--- src/rtl/grid_diff_tracker.sv ---
// Raster-scans a GRID_W x GRID_H grid and streams only cells whose object code changed since the last frame.
// Optional macro GRID_TRACKER_REFRESH_EN adds refresh_req, which forces one full-frame re-emit.
module grid_diff_tracker #(
  parameter int GRID_W = 16,
  parameter int GRID_H = 12,
  parameter int CODE_W = 3,
  parameter int FCNT_W = 8,
  localparam int XW = $clog2(GRID_W),
  localparam int YW = $clog2(GRID_H),
  localparam int DW = $clog2(GRID_W * GRID_H + 1)
) (
  input  logic              clk,
  input  logic              nrst,
  input  logic              enable,
  input  logic              border,
  input  logic              body,
  input  logic              head,
  input  logic              apple,
  output logic [XW-1:0]     out_x,
  output logic [YW-1:0]     out_y,
  output logic [CODE_W-1:0] out_code,
  output logic              out_valid,
  input  logic              out_ready,
  output logic              frame_done,
  output logic [FCNT_W-1:0] frame_cnt,
  output logic [DW-1:0]     frame_diffs
`ifdef GRID_TRACKER_REFRESH_EN
  ,
  input  logic              refresh_req
`endif
);

  localparam int NCELL = GRID_W * GRID_H;
  localparam int IW    = $clog2(NCELL);

  localparam logic [CODE_W-1:0] C_BLANK  = CODE_W'(0);
  localparam logic [CODE_W-1:0] C_HEAD   = CODE_W'(1);
  localparam logic [CODE_W-1:0] C_BODY   = CODE_W'(2);
  localparam logic [CODE_W-1:0] C_APPLE  = CODE_W'(3);
  localparam logic [CODE_W-1:0] C_BORDER = CODE_W'(4);

  typedef enum logic {SCAN = 1'b0, EMIT = 1'b1} state_e;

  state_e              state_q, state_d;
  logic [XW-1:0]       x_q, x_d;
  logic [YW-1:0]       y_q, y_d;
  logic [CODE_W-1:0]   code_q, code_d;
  logic                frame_done_q, frame_done_d;
  logic [FCNT_W-1:0]   fcnt_q, fcnt_d;
  logic [DW-1:0]       fdiffs_q, fdiffs_d;
  logic [DW-1:0]       dcnt_q, dcnt_d;
  logic [CODE_W-1:0]   shadow_q [NCELL];

  logic [IW-1:0]       idx;
  logic                perim, last_x, last_y;
  logic [CODE_W-1:0]   desired;
  logic                force_emit;
  logic                shadow_we, advance, beat_done, wrap;

  assign idx    = IW'(int'(y_q) * GRID_W + int'(x_q));
  assign last_x = (x_q == XW'(GRID_W - 1));
  assign last_y = (y_q == YW'(GRID_H - 1));
  assign perim  = (x_q == '0) || last_x || (y_q == '0) || last_y;

  // Border wins only on the perimeter; interior border flags are ignored.
  always_comb begin
    desired = C_BLANK;
    if (border && perim) desired = C_BORDER;
    else if (body)       desired = C_BODY;
    else if (head)       desired = C_HEAD;
    else if (apple)      desired = C_APPLE;
  end

`ifdef GRID_TRACKER_REFRESH_EN
  logic pend_q, pend_d, armed_q, armed_d, arm_now;

  // A pending refresh arms only when the scan sits at the first cell, so the whole frame re-emits.
  assign arm_now    = pend_q && (state_q == SCAN) && (x_q == '0) && (y_q == '0);
  assign force_emit = armed_q || arm_now;
  assign pend_d     = refresh_req || (pend_q && !arm_now);
  assign armed_d    = (armed_q || arm_now) && !wrap;

  always_ff @(posedge clk or negedge nrst) begin
    if (!nrst) begin
      pend_q  <= 1'b0;
      armed_q <= 1'b0;
    end else begin
      pend_q  <= pend_d;
      armed_q <= armed_d;
    end
  end
`else
  assign force_emit = 1'b0;
`endif

  // Output stream: a beat is transferred on a rising clk where out_valid && out_ready;
  // out_x/out_y/out_code/out_valid hold steady from assertion until that transfer.
  always_comb begin
    state_d      = state_q;
    x_d          = x_q;
    y_d          = y_q;
    code_d       = code_q;
    frame_done_d = 1'b0;
    fcnt_d       = fcnt_q;
    fdiffs_d     = fdiffs_q;
    dcnt_d       = dcnt_q;
    shadow_we    = 1'b0;
    advance      = 1'b0;
    beat_done    = 1'b0;
    wrap         = 1'b0;

    case (state_q)
      SCAN: begin
        if (enable) begin
          if (force_emit || (desired != shadow_q[idx])) begin
            shadow_we = 1'b1;
            code_d    = desired;
            state_d   = EMIT;
          end else begin
            advance = 1'b1;
          end
        end
      end
      EMIT: begin
        if (out_ready) begin
          advance   = 1'b1;
          beat_done = 1'b1;
          state_d   = SCAN;
        end
      end
      default: state_d = SCAN;
    endcase

    if (advance) begin
      if (last_x) begin
        x_d = '0;
        if (last_y) begin
          y_d  = '0;
          wrap = 1'b1;
        end else begin
          y_d = y_q + 1'b1;
        end
      end else begin
        x_d = x_q + 1'b1;
      end
    end

    // The wrap beat itself belongs to the frame that just finished.
    if (wrap) begin
      frame_done_d = 1'b1;
      fcnt_d       = fcnt_q + 1'b1;
      fdiffs_d     = dcnt_q + DW'(beat_done);
      dcnt_d       = '0;
    end else if (beat_done) begin
      dcnt_d = dcnt_q + 1'b1;
    end
  end

  always_ff @(posedge clk or negedge nrst) begin
    if (!nrst) begin
      state_q      <= SCAN;
      x_q          <= '0;
      y_q          <= '0;
      code_q       <= '0;
      frame_done_q <= 1'b0;
      fcnt_q       <= '0;
      fdiffs_q     <= '0;
      dcnt_q       <= '0;
    end else begin
      state_q      <= state_d;
      x_q          <= x_d;
      y_q          <= y_d;
      code_q       <= code_d;
      frame_done_q <= frame_done_d;
      fcnt_q       <= fcnt_d;
      fdiffs_q     <= fdiffs_d;
      dcnt_q       <= dcnt_d;
    end
  end

  always_ff @(posedge clk or negedge nrst) begin
    if (!nrst) begin
      for (int i = 0; i < NCELL; i++) shadow_q[i] <= C_BLANK;
    end else if (shadow_we) begin
      shadow_q[idx] <= desired;
    end
  end

  assign out_x       = x_q;
  assign out_y       = y_q;
  assign out_code    = code_q;
  assign out_valid   = (state_q == EMIT);
  assign frame_done  = frame_done_q;
  assign frame_cnt   = fcnt_q;
  assign frame_diffs = fdiffs_q;

endmodule

--- config.mk ---
export PLATFORM = sky130hd
export DESIGN_NAME = grid_diff_tracker
export DESIGN_NICKNAME = d
export VERILOG_FILES = /design/src/rtl/grid_diff_tracker.sv
export SDC_FILE = /design/constraint.sdc
export NUM_CORES = 1
export LEC_CHECK = 0
export BUFFER_PORTS_ARGS = -buffer_cell sky130_fd_sc_hd__clkbuf_2
export CORE_MARGIN = 2
export CORE_UTILIZATION = 45
export DETAILED_ROUTE_END_ITERATION = 10
export HOLD_SLACK_MARGIN = 0.03
export SYNTH_ARGS = -nofsm -noshare
export SYNTH_HDL_FRONTEND = slang
export SYNTH_SLANG_ARGS = --single-unit
--- constraint.sdc ---
create_clock -name clk -period 12.3 [get_ports clk]
set_clock_uncertainty 0.15 [all_clocks]
set_input_delay 0.615 -clock clk [delete_from_list [all_inputs] [get_ports clk]]
set_output_delay 0.615 -clock clk [all_outputs]
set_load 0.02 [all_outputs]
==> results.py, run 1 <==
metrics = {
    "floorplanning": {
        "core_region_area_mm2": 0.0687,
        "start_util_pct": 45.5,
        "rows": 96,
        "die_h_um": 267,
        "io-pin-count": 37,
        "die-area_mm2": 0.0715,
        "dieWidth_um": 267,
    },
    "timing": {
        "drv_slew": 0,
        "relSlewSlack_pct": 25.1,
        "tightest_slew_ns": 1.12,
        "setup_viol": 0,
        "holdWs_ns": 0.0763,
        "tns_ns": 0,
        "max_freq_ghz": 0.135,
        "timing.final.crit_share_pct": 60.4,
        "hold_violations": 0,
        "rsz0062_at_grt": "false",
        "period_needed_ns": 7.43,
    },
    "worst_hold_path": {
        "min_path_type": "input pin to register",
        "min_to": "out_valid$_DFF_PN0_",
        "hp-start": "out_ready",
        "holdPathStages": 2,
    },
    "worst_setup_path": {
        "critical_path_class": "register to register",
        "path_delay_family": "simple AND/OR/NAND/NOR gates",
        "cpMaxStageDelayCell": "dfrtp_4",
        "critPathMaxStageDelay_ns": 0.92,
        "critPathRequiredTime_ns": 12.63,
        "cp_num_buf_inv": 3,
        "worstPathMaxFanout": 50,
        "r2r-end": "shadow_q[507]$_DFFE_PN0P_",
        "reg2reg_depth": 13,
        "cp-end-kind": "register",
        "arrival_ns": 7.76,
        "setup.worst_path.start_class": "register",
        "worstPathCellList": "inv_1 > ha_1 > and2_1 > o31a_2 > or3_1 > or4_1 > o211ai_1 > or3_1 > a21bo_4 > buf_4 > buf_4 > or3_4 > mux2_1",
        "reg2reg_setup_slack_ns": 4.87,
        "crit-reg2reg-launch": "out_x[0]$_DFFE_PN0P_",
    },
    "global_routing": {
        "antenna_found_initial": 1,
        "grt_pass1_vias": 19700,
        "grt_max_degree": 193,
        "grt_overflow": 0,
        "grt_use_total_pct": 23.3,
        "grt_first_pass_wirelength_mm": 126,
    },
    "power_and_ir_drop": {
        "swShare_pct": 39.1,
        "combPwrFrac_pct": 36.2,
        "power.internal_w": 0.00441,
        "vdd_drop_max_uv": 157,
        "seqPwrFrac_pct": 34.7,
        "p_leak_nw": 15.6,
        "switchingPower_w": 0.00283,
        "clock_power_share_pct": 29.1,
        "p_total_w": 0.00724,
        "power.density_mw_per_mm2": 211,
    },
    "logic_synthesis": {
        "syn-cell-area_mm2": 0.0312,
        "yosys-top-cells-area": "dfrtp_1, mux2_2, mux4_2",
        "avgSynthCellArea_um2": 14.5,
        "synth_nets": 2171,
        "synthTopCellsByCount": "dfrtp_1, mux2_2, mux4_2, clkbuf_1, nor3_4",
        "synth_top_area_share_pct": 49.1,
        "synth_seq_area_share_pct": 49.1,
        "yosysWarnings": 0,
        "synth-seq-cells": 613,
        "synth_cells": 2151,
        "synth_edf_count": 0,
        "synth_most_common_cell": "dfrtp_1",
        "yosys.area.top_type": "dfrtp_1",
        "synth-async-reset-ratio_pct": 100,
        "synth-main-ff-cell": "dfrtp_1",
        "synth_cell_type_count": 70,
    },
    "route": {
        "vias": 18300,
        "wl_per_cell_um": 26.3,
        "wl_mm": 81.2,
        "drtAntennaViolNets": 0,
        "firstDrtPassIters": 5,
        "remaining_drc_errors": 0,
        "dr.first_iter.drc_count": 1256,
        "viasPerCell": 5.91,
    },
    "cts": {
        "root_buffer": "clkbuf_16",
        "clkSinkCount": 613,
        "clkSlewWorstSetupHoldPaths_ns": 0.06,
        "clock_path_buffers": 3,
        "h-tree-depth": 3,
        "cts_buffers": 69,
        "insertion_delay_ns": 0.61,
        "cts_resized": 0,
        "cts_tree": "yes",
    },
    "job": {
        "drv_cap": 0,
    },
    "finish": {
        "syn2layout_area_growth_pct": 9.98,
        "drive_above_1_share_pct": 47.3,
        "layout.nets": 2129,
        "final_util_pct": 50.0,
        "antenna_cells": 0,
        "nFillCells": 5864,
    },
    "place": {
        "io_buffers": 36,
        "place_congestion": 0.898,
        "hpwlAfterDp_mm": 51.1,
    },
    "run_status": {
        "status": "finished, final reports clean",
    },
}
## layer usage
layer	vias to the layer above	global-route usage (%)	wire [µm]
li1	7927	-	-
met1	9730	31.8	36000
met2	435	36.4	37600
met3	161	4.71	4260
met4	0	9.87	3310
met5	-	0	0
## cells in the final DEF (no fill, tap or decap), types with 15 or more instances in the layout
| master | netlist | layout |
|---|---|---|
| a21oi_1 | 22 | 22 |
| a22oi_1 | 15 | 15 |
| buf_4 | 7 | 29 |
| clkbuf_16 | 0 | 73 |
| clkbuf_2 | 0 | 35 |
| dfrtp_1 | 613 | 610 |
| mux2_1 | 37 | 37 |
| mux2_2 | 475 | 475 |
| mux2_4 | 45 | 45 |
| mux2i_1 | 64 | 64 |
| mux4_2 | 116 | 116 |
| nand2_1 | 80 | 80 |
| nand3_1 | 43 | 43 |
| nor2_1 | 31 | 30 |
| nor2b_1 | 41 | 39 |
| nor3_2 | 57 | 58 |
| nor3_4 | 100 | 100 |
| o221ai_1 | 15 | 15 |
| or3_4 | 27 | 27 |
| xnor2_1 | 15 | 15 |
## flip-flops by register name, indices dropped and copies added, names as in the netlist
signal and count:
out_code 3, frame_diffs 8, out_y 4, out_valid 1
frame_cnt 8, out_x 4, shadow_q 576, dcnt_q 8
frame_done 1
## worst max-delay path by stage
stage	depth (start not counted)	to	startpoint
finish	13	shadow_q[507]$_DFFE_PN0P_	out_x[0]$_DFFE_PN0P_
global route	13	shadow_q[507]$_DFFE_PN0P_	out_x[0]$_DFFE_PN0P_
CTS	13	shadow_q[507]$_DFFE_PN0P_	out_x[0]$_DFFE_PN0P_
detailed placement	13	shadow_q[512]$_DFFE_PN0P_	out_x[0]$_DFFE_PN0P_
global placement	13	shadow_q[507]$_DFFE_PN0P_	out_x[0]$_DFFE_PN0P_
floorplan	19	shadow_q[207]$_DFFE_PN0P_	out_x[0]$_DFFE_PN0P_
## cell type report
| cell class | instances | area (µm²) | area share (%) |
|---|---|---|---|
| Sequential cell | 613 | 15300 | 44.7 |
| Multi-Input combinational cell | 1347 | 15000 | 43.6 |
| Clock buffer | 99 | 2050 | 5.98 |
| Tap cell | 931 | 1160 | 3.39 |
| Timing Repair Buffer | 71 | 518 | 1.51 |
| Clock inverter | 22 | 269 | 0.783 |
| Inverter | 7 | 26.3 | 0.0765 |
## cell families after synthesis
logic type / share of synthesized area (%)
AOI/OAI and AO/OA: 3.09
muxes: 31.0
xor gates and xnor gates: 0.589
DFF: 49.1
buffers and inverters: 3.13
and+or+nand+nor: 12.5
adders and majority gates: 0.481
## metrics by stage
| stage | setup WS, ns | cell area [µm²] | instances |
|---|---|---|---|
| final | 4.87 | 34300 | 3090 |
| after global routing | 4.41 | 34300 | 3090 |
| after CTS | 4.84 | 34300 | 3090 |
| after detailed placement | 4.87 | 32000 | 2968 |
| after global placement | 4.98 | 32000 | 2968 |
| after floorplan | 7.34 | 31200 | 2151 |
## what timing repair did
| item | CTS | global route |
|---|---|---|
| setup buffers | 0 | 0 |
| hold endpoints to repair | 61 | 0 |
| hold buffers | 1 | 0 |
| setup endpoints to repair | 0 | 0 |
## power by group through the flow
| stage | logic [W] | registers, W | clock network [W] |
|---|---|---|---|
| 2_1_floorplan | 0.00194 | 0.00243 | 0 |
| 3_3_place_gp | 0.00259 | 0.00253 | 0 |
| 3_5_place_dp | 0.00262 | 0.00255 | 0 |
| 4_1_cts | 0.00263 | 0.00251 | 0.00215 |
| 5_1_grt | 0.00277 | 0.00255 | 0.00224 |
| 6_report | 0.00262 | 0.00251 | 0.00211 |
## worst reg2reg max path: stages (launching register included)
cell	delay (ns)
dfrtp_4	0.92
inv_1	0.37
ha_1	0.56
and2_1	0.37
o31a_2	0.72
or3_1	0.59
or4_1	0.53
o211ai_1	0.13
or3_1	0.19
a21bo_4	0.63
buf_4	0.74
buf_4	0.77
or3_4	0.30
mux2_1	0.32
(Power assumes the default switching activity.)
==> run 2, diff against run 1 <==
==> constraint.sdc (replaced) <==
create_clock -name clk -period 6.4 [get_ports clk]
set_clock_uncertainty 0.15 [all_clocks]
set_input_delay 0.32 -clock clk [delete_from_list [all_inputs] [get_ports clk]]
set_output_delay 0.32 -clock clk [all_outputs]
set_load 0.02 [all_outputs]
==> run 2 against run 1 <==
Non-clock buffer count is 25 higher. Via count is 1.2% higher. Critical endpoint is now shadow_q[459]$_DFFE_PN0P_. Cell count is 0.74% higher. Die area stayed put. Highest routed layer is now met5. Critical path type unchanged. Clock power is 96% higher.
==> results.py, run 2 (same netlist as run 1, synthesis figures left out) <==
metrics = {
    "run_status": {
        "status": "finished, final reports clean",
    },
    "floorplanning": {
        "die-area_mm2": 0.0715,
        "die_h_um": 267,
        "start_util_pct": 45.5,
        "rows": 96,
        "core_region_area_mm2": 0.0687,
        "dieWidth_um": 267,
        "io-pin-count": 37,
    },
    "worst_setup_path": {
        "reg2reg_setup_slack_ns": 0.97,
        "setup.worst_path.start_class": "register",
        "critPathRequiredTime_ns": 6.73,
        "reg2reg_depth": 12,
        "endpoint": "shadow_q[459]$_DFFE_PN0P_",
        "arrival_ns": 5.76,
        "worstPathMaxFanout": 38,
        "r2r-end": "shadow_q[459]$_DFFE_PN0P_",
        "startpoint": "out_x[0]$_DFFE_PN0P_",
        "cp-end-kind": "register",
        "critical_path_class": "register to register",
        "crit-reg2reg-launch": "out_x[0]$_DFFE_PN0P_",
    },
    "finish": {
        "largest_reg_flops": 576,
        "final_common_cell": "dfrtp_1",
        "top_register": "shadow_q",
        "nFillCells": 5790,
        "antenna_cells": 0,
        "layout.cells.non_filler": 3113,
        "syn2layout_area_growth_pct": 10.8,
        "drive_above_1_share_pct": 47.6,
        "stdcell_area_mm2": 0.0346,
        "layout.nets": 2153,
        "final_cell_mix": "dfrtp_1, mux2_2, mux4_2",
    },
    "route": {
        "viasPerCell": 5.93,
        "wl_mm": 82.1,
        "firstDrtPassIters": 5,
        "dr.first_iter.drc_count": 1315,
        "wl_per_cell_um": 26.4,
        "vias": 18500,
        "drtAntennaViolNets": 0,
        "remaining_drc_errors": 0,
    },
    "global_routing": {
        "grt_pass1_vias": 19500,
        "use_met3_pct": 4.84,
        "grt-busiest-layer": "met2",
        "antenna_found_initial": 3,
        "met2_usage_pct": 36.8,
        "grt_first_pass_wirelength_mm": 126,
        "grt_max_degree": 164,
        "grt_use_total_pct": 23.4,
        "grt_overflow": 0,
        "use_met1_pct": 32.2,
    },
    "timing": {
        "holdWs_ns": 0.187,
        "setup_viol": 0,
        "timing.final.crit_share_pct": 84.8,
        "relSlewSlack_pct": 20.4,
        "drv_slew": 0,
        "period_needed_ns": 5.43,
        "hold_violations": 0,
        "tightest_slew_ns": 1.19,
        "max_freq_ghz": 0.184,
        "tns_ns": 0,
        "rsz0062_at_grt": "false",
    },
    "job": {
        "drv_cap": 0,
    },
    "place": {
        "hpwlAfterDp_mm": 53.2,
        "dpl-instance-area_mm2": 0.0323,
        "dp_cells": 2992,
        "place_congestion": 0.880,
        "io_buffers": 36,
    },
    "cts": {
        "post_cts_buffers": 0,
        "cts_tree": "yes",
        "root_buffer": "clkbuf_16",
        "cts_buffers": 68,
        "insertion_delay_ns": 0.61,
        "clkSinkCount": 613,
        "clkSlewWorstSetupHoldPaths_ns": 0.06,
        "h-tree-depth": 3,
        "clock_path_buffers": 3,
    },
    "power_and_ir_drop": {
        "p_leak_nw": 15.8,
        "vdd_drop_max_uv": 393,
        "power.density_mw_per_mm2": 408,
    },
    "worst_hold_path": {
        "min_path_type": "input pin to asynchronous set/reset pin",
    },
}
==> run 2: report_power, final <==
group | internal, W | switching [W] | total, W
clock network | 0.00253 | 0.00160 | 0.00413
registers | 0.00438 | 0.000472 | 0.00486
logic | 0.00176 | 0.00339 | 0.00515
==> run 2: worst min-delay path by stage <==
stage / to / from
floorplan: dcnt_q[0]$_DFFE_PN0P_ / nrst
global placement: frame_diffs[3]$_DFFE_PN0P_ / nrst
detailed placement: frame_diffs[2]$_DFFE_PN0P_ / nrst
CTS: out_code[0]$_DFFE_PN0P_ / body
global route: out_code[0]$_DFFE_PN0P_ / body
finish: frame_cnt[3]$_DFFE_PN0P_ / nrst
==> run 2: what timing repair did <==
action / CTS / global route
hold endpoints to repair: 99 / 0
hold buffers: 2 / 0
resized for setup: 0 / 0
==> run 2: layout make-up <==
class                           count  area [µm²]  share of cell area, %
Timing Repair Buffer               96         771                   2.23
Sequential cell                   613       15300                   44.4
Inverter                            7        26.3                 0.0759
Tap cell                          931        1160                   3.37
Clock buffer                      100        2010                   5.80
Multi-Input combinational cell   1347       15000                   43.2
Clock inverter                     19         324                  0.936
==> run 2: metrics by stage <==
stage / utilization, % / setup WS (ns) / total power, W
5_1_grt: 50.4 / 0.778 / 0.0147
3_5_place_dp: 46.9 / 1.02 / 0.0100
3_3_place_gp: 46.9 / 0.990 / 0.00999
4_1_cts: 50.4 / 0.999 / 0.0142
2_1_floorplan: - / 1.44 / 0.00841
6_report: 50.4 / 0.972 / 0.0141
==> run 2: worst max-delay path, stage by stage, from the launching register on <==
cell and delay, ns:
dfrtp_4 0.80, buf_12 0.29, buf_12 0.26, mux4_2 0.55, a22o_1 0.29, a211oi_1 0.50
o22ai_1 0.20, or4_1 0.45, and4_1 0.22, a21bo_4 0.26, buf_4 0.40, or3_4 0.53
mux2_4 0.31
==> run 2: routing by layer <==
metal	up-vias	routed length, µm	share of wire, %
li1	7955	-	-
met1	9853	35600	43
met2	509	38800	47
met3	153	4920	6.0
met4	2	2740	3.3
met5	-	11	0.013
